### src/rtl/bnn_pkg.sv
// Shared definitions for the 8-8-4 BNN core and its parameter loader.
package bnn_pkg;

    localparam int NUM_NEURONS = 20;
    localparam int L1_NEURONS  = 8;
    localparam int L2_NEURONS  = 8;
    localparam int L3_NEURONS  = 4;

    localparam int WEIGHT_W = 8;
    localparam int THRESH_W = 4;
    localparam int NIB_W    = 4;

    typedef enum logic [2:0] {
        ST_IDLE  = 3'd0,
        ST_W_LO  = 3'd1,
        ST_W_HI  = 3'd2,
        ST_THR   = 3'd3,
        ST_WRITE = 3'd4,
        ST_CSUM  = 3'd5,
        ST_DONE  = 3'd6
    } loader_state_t;

endpackage

### src/rtl/bnn_param_loader.sv
// Nibble-serial loader for the BNN parameter store: assembles {weight, threshold}
// records and writes them at auto-incrementing addresses. Define BNN_LOADER_CHECKSUM_EN
// to require a trailing XOR check nibble per frame.
module bnn_param_loader #(
    parameter int NUM_NEURONS = bnn_pkg::NUM_NEURONS,
    parameter int ADDR_W      = 5
) (
    input  logic                          clk,
    input  logic                          reset,
    input  logic                          ena,
    input  logic                          start,
    input  logic                          nib_valid,
    input  logic [bnn_pkg::NIB_W-1:0]     nib_data,
    output logic                          nib_ready,
    output logic                          wr_en,
    output logic [ADDR_W-1:0]             wr_addr,
    output logic [bnn_pkg::WEIGHT_W-1:0]  wr_weight,
    output logic [bnn_pkg::THRESH_W-1:0]  wr_thresh,
    output logic                          busy,
    output logic                          done,
    output logic                          err
);
    import bnn_pkg::*;

    localparam logic [ADDR_W-1:0] LAST_ADDR = ADDR_W'(NUM_NEURONS - 1);
`ifdef BNN_LOADER_CHECKSUM_EN
    localparam loader_state_t AFTER_LAST = ST_CSUM;
`else
    localparam loader_state_t AFTER_LAST = ST_DONE;
`endif

    loader_state_t           state_reg, state_next;
    logic [ADDR_W-1:0]       addr_reg;
    logic [NIB_W-1:0]        lo_reg, hi_reg;
    logic [WEIGHT_W-1:0]     weight_reg;
    logic [THRESH_W-1:0]     thresh_reg;
    logic                    restart, accept;

    // ena gates everything, including start, so a disabled loader is fully frozen
    assign restart = ena && start;
    assign accept  = ena && nib_valid && nib_ready;

    always_ff @(posedge clk or posedge reset) begin
        if (reset) begin
            state_reg <= ST_IDLE;
        end else begin
            state_reg <= state_next;
        end
    end

    always_comb begin
        state_next = state_reg;
        if (restart) begin
            state_next = ST_W_LO;
        end else begin
            case (state_reg)
                ST_W_LO:  if (accept) state_next = ST_W_HI;
                ST_W_HI:  if (accept) state_next = ST_THR;
                ST_THR:   if (accept) state_next = ST_WRITE;
                ST_WRITE: if (ena) state_next = (addr_reg == LAST_ADDR) ? AFTER_LAST : ST_W_LO;
                ST_CSUM:  if (accept) state_next = ST_DONE;
                default:  state_next = state_reg;
            endcase
        end
    end

    always_comb begin
        nib_ready = 1'b0;
        wr_en     = 1'b0;
        busy      = 1'b0;
        done      = 1'b0;
        case (state_reg)
            ST_W_LO, ST_W_HI, ST_THR, ST_CSUM: begin
                nib_ready = ena;
                busy      = 1'b1;
            end
            ST_WRITE: begin
                wr_en = ena;
                busy  = 1'b1;
            end
            ST_DONE: done = 1'b1;
            default: ;
        endcase
    end

`ifdef BNN_LOADER_CHECKSUM_EN
    logic [NIB_W-1:0] csum_reg;
    logic             err_reg;

    always_ff @(posedge clk or posedge reset) begin
        if (reset) begin
            csum_reg <= '0;
            err_reg  <= 1'b0;
        end else if (restart) begin
            csum_reg <= '0;
            err_reg  <= 1'b0;
        end else if (accept) begin
            if (state_reg == ST_CSUM) begin
                if (nib_data != csum_reg) err_reg <= 1'b1;
            end else begin
                csum_reg <= csum_reg ^ nib_data;
            end
        end
    end

    assign err = err_reg;
`else
    assign err = 1'b0;
`endif

    // Write outputs are only reloaded when a full record has been assembled,
    // so they stay stable across the gap between writes.
    always_ff @(posedge clk or posedge reset) begin
        if (reset) begin
            addr_reg   <= '0;
            lo_reg     <= '0;
            hi_reg     <= '0;
            weight_reg <= '0;
            thresh_reg <= '0;
        end else if (restart) begin
            addr_reg <= '0;
        end else begin
            case (state_reg)
                ST_W_LO: if (accept) lo_reg <= nib_data;
                ST_W_HI: if (accept) hi_reg <= nib_data;
                ST_THR: begin
                    if (accept) begin
                        weight_reg <= {hi_reg, lo_reg};
                        thresh_reg <= nib_data;
                    end
                end
                ST_WRITE: begin
                    if (ena && addr_reg != LAST_ADDR) addr_reg <= addr_reg + 1'b1;
                end
                default: ;
            endcase
        end
    end

    assign wr_addr   = addr_reg;
    assign wr_weight = weight_reg;
    assign wr_thresh = thresh_reg;

endmodule

### config.mk
export PLATFORM = sky130hd
export DESIGN_NAME = bnn_param_loader
export DESIGN_NICKNAME = d
export VERILOG_FILES = /design/src/rtl/bnn_pkg.sv /design/src/rtl/bnn_param_loader.sv
export SDC_FILE = /design/constraint.sdc
export NUM_CORES = 1
export LEC_CHECK = 0
export ABC_CLOCK_PERIOD_IN_PS = 1900
export BUFFER_PORTS_ARGS = -buffer_cell sky130_fd_sc_hd__buf_2
export CORE_ASPECT_RATIO = 0.75
export CORE_UTILIZATION = 35
export DETAILED_ROUTE_END_ITERATION = 10
export PLACE_DENSITY = 0.55
export SETUP_SLACK_MARGIN = 0.2
export SYNTH_ARGS = -nofsm -noshare
export SYNTH_HDL_FRONTEND = slang
export SYNTH_SLANG_ARGS = --single-unit
### constraint.sdc
create_clock -name clk -period 1.9 [get_ports clk]
set_input_delay 0.38 -clock clk [delete_from_list [all_inputs] [get_ports clk]]
set_output_delay 0.38 -clock clk [all_outputs]
set_load 0.05 [all_outputs]
After elaboration in Yosys (flattened, before gate mapping)
Cells that the tools add are included.
- register bits after elaboration: 28
- input port bits: 9
- output and inout bits: 22
- logic and storage cells: 50
- $add $sub $neg: 1
- equal/unequal tests: 13
- multiplexer cells: 15
- bitwise operators: 1
- reductions and logical operators: 14
- operators by type and width (operator ; number):
    $mux 3 ; 7
    $mux 5 ; 3
    $ne 3x3->1 const B ; 5
    $pmux 3 s5 ; 1
    $eq 3x3->1 const B ; 3
    $reduce_and 3->1 ; 3
    $eq 3x2->1 const B ; 2
    $reduce_and 6->1 ; 1
    $reduce_bool 6->1 ; 1
    $add 5x1->5 const B ; 1
    $eq 5x5->1 const B ; 1
    $ne 5x5->1 const B ; 1
    $reduce_or 5->1 ; 1
    $logic_and 1x1->1 ; 4
    $mux 1 ; 4
    $reduce_bool 2->1 ; 2
    $reduce_or 4->1 ; 1
    $eq 3x1->1 const B ; 1
    $reduce_and 2->1 ; 1
    $not 1->1 ; 1

Depth between registers and ports, before layout
Gate-level depths: netlist of run 1.
- word-level depth: 7
- depth in mapped cells: 5
- depth with buffers taken out: 5

Worst setup path before layout of run 1
No wires, ideal clock.
- path kind: register -> output
- start: register state_reg[1]
- end: output port done
- arrival: 1.777 ns
- required time: 1.520 ns
- setup slack: -0.257 ns
- stages on the path, launching flop included: 3
- buffers on the path: 1
- path through: dfrtp_1 -> buf_4 -> nor3b_1
- longest elaborated chain between the ends: 2
- ends and longest elaborated chain (element ; line ; text):
    start: declaration ; bnn_param_loader.sv:32 ; loader_state_t state_reg, state_next;
    start signal: assignment ; bnn_param_loader.sv:47 ; state_reg <= state_next;
    $eq 3x3->1 ; bnn_param_loader.sv:72 ; case (state_reg)
    $mux 1 ; bnn_param_loader.sv:72 ;
    end: declaration ; bnn_param_loader.sv:20 ; output logic done,
Every way passes these cells.

Worst setup path after layout of run 1
- start: register state_reg[1]
- end: output port busy
- longest elaborated chain between the ends: 3
- elaborated cells on any way between the ends: 7
- those cells by class: eq/ne (5); mux (1); reduce/logical (1)
- ends and longest elaborated chain (element ; line ; text):
    $eq 3x3->1 (tied with other cells) ; bnn_param_loader.sv:72 ;
    $reduce_or 5->1 (no line) (*) ; n/a ;
    $mux 1 (*) ; bnn_param_loader.sv:72 ;
    end: declaration ; bnn_param_loader.sv:19 ; output logic busy,
Mark *: on every way between the ends. The rest lies on a longest branch, timed or not.

==> results.cfg, run 1 <==
[logic_synthesis]
synth_edf_count = 0
syn_avg_cell_area_um2 = 12.42
async_flop_share_pct = 100.0
synth_top_family_by_area = multiplexers
synth-compound-area-share_pct = 9.276
synthAdderAreaFrac_pct = 1.767
synth-simple-area-share_pct = 14.22
seq_area_frac_synth_pct = 49.47
netlist_area_mm2 = 0.001416
synth.area.mux_share_pct = 19.96
synth-seq-cells = 28
synth-xor-area-share_pct = 1.237
synth_cell_types = 42
syn_nets = 125
yosys_warnings = 0
synth_flop_cell = dfrtp_1
syn_inst = 114

[layout]
final_util_pct = 47.34
antenna_cells = 0
num-nets-final = 162
fillers = 368
drive_gt1_share_pct = 50.00
most-common-layout-cells = buf_2, dfrtp_1, mux2_2, mux2_4, buf_4
largest_reg_flops = 8
multi_input_area_um2 = 683.2
area_delta_synth_final_pct = 25.53
final_common_cell = buf_2
seq_area_um2 = 705.7
final_area_mm2 = 0.001778

[grt]
grt_pass1_vias = 955
gr-total-overflow = 0
grt_pass1_wl_um = 4671
antenna_found_initial = 0
grt_util_all_layers_pct = 14.38
grt_max_degree = 29

[clocking]
clkSlewWorstSetupHoldPaths_ns = 0.09
clock-sinks = 28
cts_tree = done
numCtsBuffers = 3
htree_num_levels = 1
cts_hold_buf = 0
clock_path_buffers = 2
cts_root_buf = clkbuf_8
clk_latency_ns = 0.27

[sta]
drv_slew = 0
hold_viol = 0
setup_violations = 0
skew_ns = 0.006689
rsz0062_at_grt = yes
fin_crit_ns = 1.661
setup_ws_ns = 0.2387
period_share_pct = 87.44
tns_ns = 0
fmax_mhz = 601.9

[routing]
wl_met3_um = 92
top_layer = met4
met1Wirelength_um = 1461
drc = 0
drt-total-wl_um = 2884
drt-initial-drc-count = 65
ant_nets = 0
via_per_inst = 4.916
wl_per_cell_um = 14.28
firstDrtPassIters = 4
dr_total_vias = 993
met2_wirelength_um = 1315

[placement]
dp_hpwl_um = 2041
portBuffers = 29
pre_cts_ws_ns = 0.2468
placed_area_mm2 = 0.001637
gp_congestion = 0.7512

[critical_path]
ff2ff_path_depth = 5
critical_path_buf_inv_count = 1
reg2reg_to = wr_addr[1]
r2r_start = wr_addr[0]
end_kind = output pin
max_stage_delay_ns = 0.46
critPathArrivalTime_ns = 1.28
cp_cell_sequence = ha_1 -> o21bai_2 -> buf_6
setup.worst_path.class = register to output pin
crit_family = flip-flops
reg2reg_setup_slack_ns = 0.35
crit_slowest_cell = dfrtp_2
cp_max_fo = 5
cp-start-kind = register
required_ns = 1.52

[power_and_ir_drop]
power_frac_comb_pct = 43.0
switching_share_pct = 39.18
seq_power_share_pct = 40.4
p_per_area_mw_per_mm2 = 1210
p_leak_nw = 0.9021
ir_drop_v = 0.0006483
power_switching_uw = 842.6
p_int_mw = 1.308
pwr-share-clk_pct = 16.6
total_power_mw = 2.151

[run_status]
status = complete, no violations

[die]
dieArea_mm2 = 0.004308
rows = 19
core_mm2 = 0.003756
chipHeight_um = 57.09
ios = 31
start_util_pct = 37.71
die_w_um = 75.46

[worst_hold_path]
holdCritPathClass = input port to async pin

[flow_run]
cap_violations = 0
## tightest hold or removal path, stage by stage
cell and delay [ns]:
buf_2 0.09, inv_1 0.04, buf_4 0.32
## worst max path at each step
stage | start | end | slack [ns] | cells past startpoint
2_1_floorplan | state_reg[1] | done | 0.23 | 2
3_3_place_gp | state_reg[1] | state_reg[2] | 0.24 | 3
3_5_place_dp | state_reg[1] | state_reg[2] | 0.25 | 3
4_1_cts | state_reg[1] | busy | 0.20 | 3
5_1_grt | wr_addr[0] | state_reg[2] | 0.18 | 5
6_report | state_reg[1] | busy | 0.24 | 3
## layer usage
metal / vias to the layer above / GRT usage (%)
met2: 15 / 21.56
met4: 0 / 2.381
met1: 495 / 21.29
met3: 2 / 3.710
met5: - / 0
li1: 481 / -
## what timing repair did
action                                  4_1_cts  5_1_grt
endpoints found under the setup margin        4        6
resized for setup                             7        7
buffers inserted                              4        2
endpoints found under the hold margin         0        0
## metrics by stage
stage,std cells,hold slack [ns]
after floorplan,114,0.4453
after detailed placement,192,0.4654
after global placement,192,0.4555
final,202,0.1537
after global routing,202,0.1800
after CTS,200,0.1616
## power by group through the flow
stage          Sequential, mW  Combinational [mW]  Clock, mW
2_1_floorplan            1.16               0.387          0
3_3_place_gp            0.883               0.828          0
3_5_place_dp            0.895               0.844          0
4_1_cts                 0.869               0.907      0.371
5_1_grt                 0.894               0.975      0.403
6_report                0.868               0.925      0.358
## kinds of logic after synthesis
kind of cell / after synthesis
AO/OA/AOI/OAI: 19
XOR/XNOR: 2
adder cells (fa/ha/maj): 2
buffers and inverters: 9
flip-flops: 28
multiplexers: 22
other: 1
AND/OR/NAND/NOR: 31
## layout make-up
| cell class | count | share of cell area, % |
|---|---|---|
| well taps | 52 | 3.659 |
| multi-input cells | 77 | 38.42 |
| inverters | 2 | 0.4222 |
| clock buffers | 4 | 3.096 |
| repair buffers | 39 | 14.71 |
| flip-flops and latches | 28 | 39.69 |
## cell usage after synthesis (2+ instances only)
library cell,n,share of area [%]
mux2i_1,2,1.4
mux2_2,10,8.0
nor2_1,7,1.9
nand3b_1,2,1.1
nand2b_1,3,1.3
xor2_1,2,1.2
nand4b_1,2,1.2
a21oi_1,5,1.8
buf_2,3,1.1
o21ai_0,2,0.71
nand4_1,2,0.88
mux2_4,10,11
nand2_1,5,1.3
dfrtp_1,28,49
ha_1,2,1.8
buf_4,2,1.1
inv_1,2,0.53
(Power assumes the default switching activity.)
==> inputs of run 2 (changes only) <==
--- a/config.mk
+++ b/config.mk
@@ -5,6 +5,7 @@
 export SDC_FILE = /design/constraint.sdc
 export NUM_CORES = 1
 export LEC_CHECK = 0
+export ABC_AREA = 1
 export ABC_CLOCK_PERIOD_IN_PS = 1900
 export BUFFER_PORTS_ARGS = -buffer_cell sky130_fd_sc_hd__buf_2
 export CORE_ASPECT_RATIO = 0.75
@@ -12,6 +13,7 @@
 export DETAILED_ROUTE_END_ITERATION = 10
 export PLACE_DENSITY = 0.55
 export SETUP_SLACK_MARGIN = 0.2
+export SKIP_CTS_REPAIR_TIMING = 1
 export SYNTH_ARGS = -nofsm -noshare
 export SYNTH_HDL_FRONTEND = slang
 export SYNTH_SLANG_ARGS = --single-unit
==> results.cfg, run 2 <==
[run_status]
status = complete, no violations

[critical_path]
cp-start-kind = register
critical_path_buf_inv_count = 2
max_stage_delay_ns = 0.41
reg2reg_setup_slack_ns = 0.33
crit_slowest_cell = dfrtp_1
r2r_start = state_reg[2]
reg2reg_to = lo_reg[3]
critPathArrivalTime_ns = 1.29
critPathLaunch = state_reg[0]
ff2ff_path_depth = 8
required_ns = 1.52
end_kind = output pin
setup.worst_path.class = register to output pin
crit_family = flip-flops
cp_cell_sequence = inv_2 -> nand2_2 -> nor2_2 -> nor2_1 -> nand2_1 -> buf_6
cp_max_fo = 4

[layout]
fin_cells = 263
final_common_cell = nand2_1
num-nets-final = 223
area_delta_synth_final_pct = 21.44
most-common-layout-cells = nand2_1, nand3_1, dfrtp_1, buf_2, inv_1
final_util_pct = 45.67
final_area_mm2 = 0.001715
drive_gt1_share_pct = 24.17
largest_reg_flops = 8
antenna_cells = 0

[placement]
pre_cts_ws_ns = 0.2977
dp_hpwl_um = 2236
portBuffers = 29
placed_cells_incl_taps = 255
placed_area_mm2 = 0.001588
gp_congestion = 0.8186

[worst_hold_path]
holdCritPathClass = input port to async pin

[die]
chipHeight_um = 57.02
dieArea_mm2 = 0.004297
die_w_um = 75.36
ios = 31
core_mm2 = 0.003756
rows = 19
start_util_pct = 37.61

[logic_synthesis]
synthTopCellsByArea = dfrtp_1, nand2_1, nand3_1, inv_1, nor2_1
syn_inst = 178
syn_avg_cell_area_um2 = 7.936
synth.largest_area_cell = dfrtp_1
synth_top_area_share_pct = 49.60
synth_edf_count = 0
synth_cell_types = 18
synth-seq-cells = 28
seq_area_frac_synth_pct = 49.60
syn_nets = 189
yosys-top-cells-count = nand2_1, nand3_1, dfrtp_1
netlist_area_mm2 = 0.001413
synth_flop_cell = dfrtp_1
async_flop_share_pct = 100.0
yosys_warnings = 0
synth_most_common_cell = nand2_1

[grt]
grt_util_all_layers_pct = 14.96
grt_pass1_wl_um = 4981
antenna_found_initial = 0
grt_pass1_vias = 1083
grt_max_degree = 29
gr-total-overflow = 0

[routing]
via_per_inst = 4.692
ant_nets = 0
wl_met3_um = 192
drc = 0
firstDrtPassIters = 4
met1Wirelength_um = 1467
top_layer = met4
drt-total-wl_um = 3120
drt-initial-drc-count = 75
wl_per_cell_um = 11.86
met2_wirelength_um = 1438
dr_total_vias = 1234

[flow_run]
cap_violations = 0

[clocking]
clkSlewWorstSetupHoldPaths_ns = 0.10
cts_root_buf = clkbuf_8
clk_latency_ns = 0.27
clock-sinks = 28
numCtsBuffers = 3
cts_tree = done
htree_num_levels = 1
clock_path_buffers = 2

[sta]
hold_viol = 0
skew_ns = 0.008945
tns_ns = 0
drv_slew = 0
setup_ws_ns = 0.2343
rsz0062_at_grt = yes
period_share_pct = 87.67
holdWs_ns = 0.1477
fin_crit_ns = 1.666
setup_violations = 0
fmax_mhz = 600.4

[power_and_ir_drop]
ir_drop_v = 0.0007930
p_per_area_mw_per_mm2 = 1544
p_leak_nw = 1.041
total_power_mw = 2.649
## run 2: changes by cell type after synthesis, moves of 3 or more
cell,delta
nor2_1,+3
nand2_1,+72
nand3_1,+32
inv_1,+10
mux2_4,-10
nand2b_1,-3
a21oi_1,-5
mux2_2,-10
## run 2: metal layers
metal | vias up | global-route usage (%)
li1 | 627 | -
met1 | 556 | 21.38
met2 | 46 | 22.19
met3 | 5 | 4.947
met4 | 0 | 3.175
met5 | - | 0
## run 2: worst max-delay path by stage
stage	endpoint	slack, ns	cells past startpoint
after CTS	busy	0.03	6
after global routing	busy	0.17	6
after global placement	busy	0.36	6
after floorplan	wr_addr[2]	0.27	9
final	busy	0.23	6
after detailed placement	lo_reg[3]	0.30	8
## run 2: kinds of logic (layout without fill, tap and decap cells)
group                    after synthesis  after routing  synth area share, %
AND/OR/NAND/NOR                      125            126                39.24
flip-flops                            28             28                49.60
buffers and inverters                 18             50                6.731
XOR/XNOR                               3              3                1.860
adder cells (fa/ha/maj)                2              2                1.771
other                                  1              1               0.2655
AO/OA/AOI/OAI                          1              1               0.5316
## run 2: area by class of cell
| class | instances | area [um^2] |
|---|---|---|
| fillers | 389 | 2041 |
| flip-flops and latches | 28 | 703.2 |
| multi-input cells | 133 | 636.9 |
| repair buffers | 33 | 190.2 |
| well taps | 52 | 65.06 |
| inverters | 13 | 48.80 |
| clock buffers | 3 | 41.29 |
| clock inverters | 1 | 30.03 |
## run 2: power breakdown
group	switching (mW)	internal [mW]
Combinational	0.905	0.346
Sequential	0.148	0.784
Clock	0.184	0.282
## run 2: worst min-delay path, stage by stage
cell	delay, ns
buf_2	0.09
inv_1	0.04
buf_4	0.32
==> inputs of run 3 (changes only) <==
--- a/config.mk
+++ b/config.mk
@@ -11,7 +11,6 @@
 export CORE_ASPECT_RATIO = 0.75
 export CORE_UTILIZATION = 35
 export DETAILED_ROUTE_END_ITERATION = 10
-export PLACE_DENSITY = 0.55
 export SETUP_SLACK_MARGIN = 0.2
 export SKIP_CTS_REPAIR_TIMING = 1
 export SYNTH_ARGS = -nofsm -noshare
==> constraint.sdc (replaced) <==
create_clock -name clk -period 1.9 [get_ports clk]
set_input_delay 0.38 -clock clk [delete_from_list [all_inputs] [get_ports clk]]
set_output_delay 0.38 -clock clk [all_outputs]
set_load 0.01 [all_outputs]
==> results.cfg, run 3 (synthesis gave the netlist of run 2 again) <==
[run_status]
status = complete, no violations

[routing]
dr_total_vias = 1180
ant_nets = 0
via_per_inst = 4.521
drt-initial-drc-count = 94
drt-total-wl_um = 2818
firstDrtPassIters = 4
drc = 0
wl_per_cell_um = 10.80

[grt]
antenna_found_initial = 0
grt_util_all_layers_pct = 13.94
grt_max_degree = 29
grt_pass1_wl_um = 4581
grt_pass1_vias = 935
gr-total-overflow = 0

[clocking]
clock-sinks = 28
clkSlewWorstSetupHoldPaths_ns = 0.09
cts_tree = done
cts_root_buf = clkbuf_8
clk_latency_ns = 0.27
clock_path_buffers = 2
numCtsBuffers = 3
htree_num_levels = 1

[sta]
hold_viol = 0
rsz0062_at_grt = no
setup_ws_ns = 0.2834
holdWs_ns = 0.1530
fmax_mhz = 618.6
fin_crit_ns = 1.617
skew_ns = 0.003033
tns_ns = 0
period_share_pct = 85.08
drv_slew = 0
setup_violations = 0

[critical_path]
setup.worst_path.class = register to output pin
max_stage_delay_ns = 0.45
cp_max_fo = 4
cp_common_cell = nand2_1
end_kind = output pin
cp_cell_sequence = inv_2 -> nand2_1 -> nor2_2 -> nor2_1 -> nand2_1 -> buf_2
crit_slowest_cell = dfrtp_2
critical_path_buf_inv_count = 2
crit_family = flip-flops
cp-start-kind = register
required_ns = 1.52
critPathArrivalTime_ns = 1.24

[flow_run]
cap_violations = 0

[placement]
gp_congestion = 0.8069
portBuffers = 29
placed_cells_incl_taps = 255
dp_hpwl_um = 2038
placed_area_mm2 = 0.001584
pre_cts_ws_ns = 0.3410

[layout]
final_area_mm2 = 0.001660
area_delta_synth_final_pct = 17.54
fin_cells = 261
num-nets-final = 221
drive_gt1_share_pct = 22.49
largest_reg_flops = 8
final_common_cell = nand2_1
antenna_cells = 0
most-common-layout-cells = nand2_1, nand3_1, buf_2
final_util_pct = 44.20

[die]
rows = 19
dieArea_mm2 = 0.004297
ios = 31
chipHeight_um = 57.02
start_util_pct = 37.61
core_mm2 = 0.003756
die_w_um = 75.36

[power_and_ir_drop]
total_power_mw = 2.063
ir_drop_v = 0.0005745
p_leak_nw = 1.024
p_per_area_mw_per_mm2 = 1243

[worst_hold_path]
holdCritPathClass = input port to async pin
==> run 3: changes by cell type in the layout (fill, tap and decap cells not counted), sizes merged <==
cell,before,now
bufinv,1,0
nor2,12,11
==> run 3: final cells by class <==
type	count	area, um^2
timing repair buffer	32	167.7
clock buffer	4	55.05
multi-input combinational	132	619.3
inverter	13	48.80
fill	406	2096
tap	52	65.06
sequential	28	704.4
==> run 3: report_power, final <==
group | internal, mW | switching, mW | leakage [nW] | total, mW
Clock | 0.185 | 0.175 | 0.0288 | 0.360
Sequential | 0.786 | 0.145 | 0.370 | 0.931
Combinational | 0.291 | 0.481 | 0.625 | 0.772
==> run 3: final timing paths <==
path,start,end,slack [ns],cells past startpoint
worst max register to register,state_reg[1],wr_weight[0],0.37,8
worst max-delay path,state_reg[0],busy,0.28,6
worst min register to register,wr_thresh[1],wr_thresh[1],0.47,2
max in group asynchronous,reset,state_reg[0],1.47,3
worst min-delay path,reset,wr_weight[3],0.15,3
min in group clk,nib_data[2],wr_thresh[2],0.37,3
==> run 3: per-layer routing <==
| metal | wire length [um] | track usage (%) |
|---|---|---|
| met1 | 1568 | 22.86 |
| met4 | 10 | 2.381 |
| met5 | 0 | 0 |
| met2 | 1089 | 17.47 |
| met3 | 150 | 4.770 |
==> run 3: worst min-delay path: stages <==
cell and delay (ns):
buf_2 0.09, inv_1 0.04, buf_4 0.32
